File: config.mk
export PLATFORM = sky130hd
export DESIGN_NAME = watch_scan_ctrl
export DESIGN_NICKNAME = d
export VERILOG_FILES = /design/src/rtl/watch_scan_ctrl.sv
export SDC_FILE = /design/constraint.sdc
export NUM_CORES = 1
export LEC_CHECK = 0
export BUFFER_PORTS_ARGS = -buffer_cell sky130_fd_sc_hd__buf_2
export CELL_PAD_IN_SITES_DETAIL_PLACEMENT = 0
export CELL_PAD_IN_SITES_GLOBAL_PLACEMENT = 1
export CORE_MARGIN = 4
export CORE_UTILIZATION = 32
export DETAILED_ROUTE_END_ITERATION = 10
export GPL_TIMING_DRIVEN = 0
export PLACE_DENSITY = 0.68
export REMOVE_ABC_BUFFERS = 1
export SLEW_MARGIN = 40
export SYNTH_ARGS = -nofsm -noshare
export SYNTH_HDL_FRONTEND = slang
export SYNTH_SLANG_ARGS = --single-unit
File: constraint.sdc
create_clock -name CLK -period 5.22 [get_ports CLK]
set_input_delay 0.261 -clock CLK [delete_from_list [all_inputs] [get_ports CLK]]
set_output_delay 0.261 -clock CLK [all_outputs]
set_load 0.05 [all_outputs]
File: src/rtl/watch_scan_ctrl.sv
// watch_scan_ctrl: multiplexes a packed BCD word one digit at a time onto a
// shared decoder input. Each digit gets a blanking gap and then a dwell
// window. New values are double-buffered so that a frame is never torn.
// All outputs are registered. They are computed from the next-state values,
// so each output lines up with the state register in the same cycle.

module watch_scan_ctrl #(
  parameter int NUM_DIGITS   = 4,
  parameter int DWELL_CYCLES = 1000,
  parameter int BLANK_CYCLES = 16,
  parameter int CNT_W        = 16
) (
  input  logic                    CLK,
  input  logic                    RST_N,
  input  logic                    EN,
  input  logic                    LOAD,
  input  logic [4*NUM_DIGITS-1:0] LOAD_DATA,
  output logic                    LOAD_ACK,
  input  logic                    LZB_EN,
  output logic [3:0]              BCD_OUT,
  output logic [NUM_DIGITS-1:0]   DIGIT_SEL,
  output logic                    FRAME_START,
  output logic                    BCD_ERR
);

  localparam int IDX_W = (NUM_DIGITS > 1) ? $clog2(NUM_DIGITS) : 1;
  localparam int WORD_W = 4 * NUM_DIGITS;

  typedef enum logic [1:0] {
    ST_IDLE  = 2'd0,
    ST_BLANK = 2'd1,
    ST_SHOW  = 2'd2
  } state_t;

  // Replace every nibble above 9 with zero.
  function automatic logic [WORD_W-1:0] sanitize_bcd(input logic [WORD_W-1:0] raw);
    logic [WORD_W-1:0] clean;
    clean = raw;
    for (int i = 0; i < NUM_DIGITS; i++) begin
      if (raw[4*i +: 4] > 4'd9) begin
        clean[4*i +: 4] = 4'd0;
      end else begin
        clean[4*i +: 4] = raw[4*i +: 4];
      end
    end
    return clean;
  endfunction

  // Return 1 if any nibble holds a non-BCD code.
  function automatic logic has_bad_nibble(input logic [WORD_W-1:0] raw);
    logic bad;
    bad = 1'b0;
    for (int i = 0; i < NUM_DIGITS; i++) begin
      bad = bad | (raw[4*i +: 4] > 4'd9);
    end
    return bad;
  endfunction

  // Select the nibble at the given digit index.
  function automatic logic [3:0] nibble_at(input logic [WORD_W-1:0] word,
                                           input logic [IDX_W-1:0]  idx);
    logic [3:0] n;
    n = 4'd0;
    for (int i = 0; i < NUM_DIGITS; i++) begin
      if (idx == IDX_W'(i)) begin
        n = word[4*i +: 4];
      end else begin
        n = n;
      end
    end
    return n;
  endfunction

  // Build the mask of digits hidden by leading-zero blanking. The mask
  // covers the run of zero digits from the top down. Digit 0 is never hidden.
  function automatic logic [NUM_DIGITS-1:0] lzb_mask(input logic [WORD_W-1:0] word,
                                                     input logic              lzb_on);
    logic [NUM_DIGITS-1:0] mask;
    logic                  zero_run;
    mask     = '0;
    zero_run = lzb_on;
    for (int i = NUM_DIGITS - 1; i >= 1; i--) begin
      zero_run = zero_run & (word[4*i +: 4] == 4'd0);
      mask[i]  = zero_run;
    end
    return mask;
  endfunction

  state_t              state_r, state_nx_s;
  logic [IDX_W-1:0]    idx_r, idx_nx_s;
  logic [CNT_W-1:0]    cnt_r, cnt_nx_s;
  logic [WORD_W-1:0]   active_r, active_nx_s;
  logic [WORD_W-1:0]   shadow_r, shadow_nx_s;
  logic                pending_r, pending_nx_s;
  logic                err_r, err_nx_s;
  logic [3:0]          bcd_r, bcd_nx_s;
  logic [NUM_DIGITS-1:0] sel_r, sel_nx_s;
  logic                ack_r, ack_nx_s;
  logic                fs_r, fs_nx_s;
  logic                wrap_s;
  logic                frame_entry_s;
  logic                apply_s;

  // Next-state logic for the scan sequencer (IDLE -> BLANK -> SHOW loop).
  always_comb begin
    state_nx_s    = state_r;
    idx_nx_s      = idx_r;
    cnt_nx_s      = cnt_r;
    wrap_s        = 1'b0;
    frame_entry_s = 1'b0;
    case (state_r)
      ST_IDLE: begin
        idx_nx_s = '0;
        cnt_nx_s = '0;
        if (EN) begin
          state_nx_s    = ST_BLANK;
          frame_entry_s = 1'b1;
        end else begin
          state_nx_s = ST_IDLE;
        end
      end
      ST_BLANK: begin
        if (!EN) begin
          state_nx_s = ST_IDLE;
          idx_nx_s   = '0;
          cnt_nx_s   = '0;
        end else if (cnt_r == CNT_W'(BLANK_CYCLES - 1)) begin
          state_nx_s = ST_SHOW;
          cnt_nx_s   = '0;
        end else begin
          cnt_nx_s = cnt_r + CNT_W'(1);
        end
      end
      ST_SHOW: begin
        if (!EN) begin
          state_nx_s = ST_IDLE;
          idx_nx_s   = '0;
          cnt_nx_s   = '0;
        end else if (cnt_r == CNT_W'(DWELL_CYCLES - 1)) begin
          state_nx_s = ST_BLANK;
          cnt_nx_s   = '0;
          if (idx_r == IDX_W'(NUM_DIGITS - 1)) begin
            idx_nx_s      = '0;
            wrap_s        = 1'b1;
            frame_entry_s = 1'b1;
          end else begin
            idx_nx_s = idx_r + IDX_W'(1);
          end
        end else begin
          cnt_nx_s = cnt_r + CNT_W'(1);
        end
      end
      default: begin
        state_nx_s = ST_IDLE;
        idx_nx_s   = '0;
        cnt_nx_s   = '0;
      end
    endcase
  end

  // Load handshake. The shadow captures the new value and the active word is
  // swapped only in IDLE or on the frame wrap. A capture in the same IDLE cycle
  // defers the apply by one cycle, so the newest data wins and only one ACK is sent.
  always_comb begin
    apply_s = pending_r & (((state_r == ST_IDLE) & ~LOAD) | wrap_s);
    if (apply_s) begin
      active_nx_s = shadow_r;
    end else begin
      active_nx_s = active_r;
    end
    if (LOAD) begin
      shadow_nx_s  = sanitize_bcd(LOAD_DATA);
      pending_nx_s = 1'b1;
    end else begin
      shadow_nx_s  = shadow_r;
      pending_nx_s = pending_r & ~apply_s;
    end
    err_nx_s = err_r | (LOAD & has_bad_nibble(LOAD_DATA));
    ack_nx_s = apply_s;
    fs_nx_s  = frame_entry_s;
  end

  // Output decode from the next state, so the registered outputs track the state register.
  always_comb begin
    sel_nx_s = '0;
    bcd_nx_s = 4'd0;
    if (state_nx_s == ST_SHOW) begin
      sel_nx_s = (NUM_DIGITS'(1) << idx_nx_s) & ~lzb_mask(active_nx_s, LZB_EN);
      bcd_nx_s = nibble_at(active_nx_s, idx_nx_s);
    end else if (state_nx_s == ST_BLANK) begin
      sel_nx_s = '0;
      bcd_nx_s = nibble_at(active_nx_s, idx_nx_s);
    end else begin
      sel_nx_s = '0;
      bcd_nx_s = 4'd0;
    end
  end

  // State, data and output registers with synchronous active-low reset.
  always_ff @(posedge CLK) begin
    if (!RST_N) begin
      state_r   <= ST_IDLE;
      idx_r     <= '0;
      cnt_r     <= '0;
      active_r  <= '0;
      shadow_r  <= '0;
      pending_r <= 1'b0;
      err_r     <= 1'b0;
      bcd_r     <= 4'd0;
      sel_r     <= '0;
      ack_r     <= 1'b0;
      fs_r      <= 1'b0;
    end else begin
      state_r   <= state_nx_s;
      idx_r     <= idx_nx_s;
      cnt_r     <= cnt_nx_s;
      active_r  <= active_nx_s;
      shadow_r  <= shadow_nx_s;
      pending_r <= pending_nx_s;
      err_r     <= err_nx_s;
      bcd_r     <= bcd_nx_s;
      sel_r     <= sel_nx_s;
      ack_r     <= ack_nx_s;
      fs_r      <= fs_nx_s;
    end
  end

  assign LOAD_ACK    = ack_r;
  assign BCD_OUT     = bcd_r;
  assign DIGIT_SEL   = sel_r;
  assign FRAME_START = fs_r;
  assign BCD_ERR     = err_r;

endmodule

==> qor.txt <==
Outcome: completed
Final setup fails: 0
Largest cells by area after synthesis: dfxtp_1, and2_1, nand2_1
Placed cell area: 3310 um^2
Max Cap Viol: 0
Iter 0 DRT Violations: 97
Reg-to-reg critical path startpoint: cnt_r[12]
Leakage: 0.00126 uW
R2r endpoint: BCD_OUT[2]
Worst-skew pair later-pin latency: 0.34 ns
Register bit total from synthesis: 64
Post-Syn Instances: 356
Design Area, Final: 3520 um^2
Diode count: 0
Starting Density: 33.1%
Setup Fix Bufs, Post-CTS: 0
Post-Place Setup Slack: 2.25 ns
CTS Buffer Depth: 2
Area growth syn-to-layout: 13.8%
Fin crit period: 2.97 ns
Slew @ Worst Pin: 0.685 ns
First-pass iteration count of the detailed router: 4
Vias per cell: 5.01
Worst Setup EP: BCD_OUT[2]
Dpl hpwl: 5.03 mm
Number of global-route vias before repair: 2490
I/O pins: 32
Layout cells sized above 1: 14.6%
Post-route setup slack: 2.25 ns
Startpoint types: flop
Mapped cell area: 3090 um^2
FMAX: 337 MHz
Worst Setup SP: cnt_r[12]
Clock Skew: 0.0116 ns
Largest net degree at the start of global routing: 41
WP data required: 5.42 ns
Post-synth ARST share: 0%
Setup TNS Final: 0 ns
CTS Buf Count: 9
CTS tree: built
Number of nets in the layout: 406
Count leader, synth: dfxtp_1
Antenna violations before repair: 0
Post-DR wirelength/cell: 13.8 um
PostCTS Resize Cnt: 0
Post-synth top cells: dfxtp_1, nand2_1, nor2_1
Worst hold stages: 2
Die width: 106 um
First-pass GRT wire length: 12.0 mm
Met1 usage: 18.6%
CORE AREA: 9330 um^2
R2R cell count: 6
Clk slew on worst S/H paths: 0.07 ns
TritonCTS Sinks: 64
Syn Area/Cell: 8.68 um^2
Most used routing layer: met2
Crit Path Max Fanout: 18
Worst reg2reg setup slack: 2.25 ns
DRT Wirelength: 7.09 mm
Num rows: 35
Met3 GRT Util: 3.16%
Slew margin rel.: 54.2%
CP Class: reg -> reg
Die height: 106 um
Hold WC Path Type: in -> reg
Hold_buf cts: 0
Worst setup EP type: flop
CTS root buf: clkbuf_8
Port Buffers: 31
Worst VDD drop: 91.6 uV
Post-route ant nets: 0
All-Layer GR Usage: 13.2%
GRT overflow: 0
Final hold viol count: 0
RSZ-0062 raised after global routing: no
Synth Flop Type: dfxtp_1
Synth cell types: 49
Number of synthesized flops with an enable pin: 0
Die ar.: 11300 um^2
Met2 GRT Util: 19.1%
Power Density: 284 nW/um^2
DRC: 0
Total vias in the final route: 2568
Slew Viols, Final: 0
Final Cycle Share: 56.9%
Synth area leader: dfxtp_1
Worst Path Arrival: 3.17 ns
Synth warn: 0
Htree depth: 3
Seq/Total Area, Yosys: 41.5%
RD Place Congestion: 0.771
Yosys top cell area share: 41.5%
[metrics by stage]
step,total power (uW),cells,hold slack [ns],util [%]
4_1_cts,1010,513,0.134,37.6
3_3_place_gp,583,497,0.429,35.5
3_5_place_dp,583,497,0.444,35.5
5_1_grt,1030,513,0.157,37.7
6_report,997,513,0.147,37.7
2_1_floorplan,553,337,0.360,-
[state kept, by name, indices dropped and copies added (netlist names)]
| register | cells |
|---|---|
| shadow_r | 16 |
| BCD_OUT | 4 |
| DIGIT_SEL | 4 |
| active_r | 16 |
| idx_r | 2 |
| cnt_r | 16 |
| BCD_ERR | 1 |
| FRAME_START | 1 |
| pending_r | 1 |
| state_r | 2 |
| LOAD_ACK | 1 |
[where the power goes]
part	switching, uW	total [uW]	internal (uW)
combinational	44.5	70.6	26.1
sequential	4.97	501	496
clock	192	425	233
total	242	997	755
[placed cells by master (no fill, tap or decap), types with 3 or more instances in the layout]
cell,n
dfxtp_1,64
nand2_1,41
buf_2,31
nor2_1,27
and2_1,25
inv_1,18
o211ai_1,13
nand3_1,12
a21boi_1,12
clkbuf_8,10
nand4_1,8
o22ai_1,8
o21ai_0,8
xor2_1,8
o2111ai_1,8
o221ai_1,8
a21oi_1,6
nor4_1,6
xnor2_1,6
ha_1,6
or4_1,5
and3_1,5
mux2_4,4
o32ai_1,4
o21a_1,3
nor2b_1,3
[critical path, cell delays in order, from the launching register on]
cell	delay (ns)
dfxtp_1	0.33
or4_4	0.58
or4_4	0.70
o21a_1	0.47
mux2_4	0.40
o221ai_1	0.21
a21oi_1	0.12
[logic make-up after synthesis]
family / share of synthesized area [%]
and+or+nand+nor: 24.3
AOI/OAI and AO/OA: 19.9
DFF: 41.5
buffers and inverters: 5.26
xor gates and xnor gates: 3.97
muxes: 2.63
adders and majority gates: 2.43
[area by class of cell]
type	count	area, um^2
Multi-Input combinational cell	255	1650
Inverter	18	67.6
Fill cell	977	5810
Clock buffer	11	141
Tap cell	129	161
Timing Repair Buffer	31	155
Clock inverter	5	56.3
Sequential cell	64	1280
[worst min path at each step]
stage	startpoint	to	slack, ns
6_report	LZB_EN	DIGIT_SEL[3]	0.15
5_1_grt	LZB_EN	DIGIT_SEL[3]	0.16
4_1_cts	LZB_EN	DIGIT_SEL[3]	0.13
3_5_place_dp	cnt_r[0]	cnt_r[0]	0.44
3_3_place_gp	cnt_r[0]	cnt_r[0]	0.43
2_1_floorplan	LZB_EN	DIGIT_SEL[3]	0.36
[routing by layer]
| layer | share of wire [%] | routed length [um] |
|---|---|---|
| met5 | 0 | 0 |
| met4 | 1.7 | 120 |
| met1 | 53 | 3740 |
| met2 | 40 | 2850 |
| met3 | 5.4 | 380 |
No activity file was read; power rests on OpenSTA's default activity.
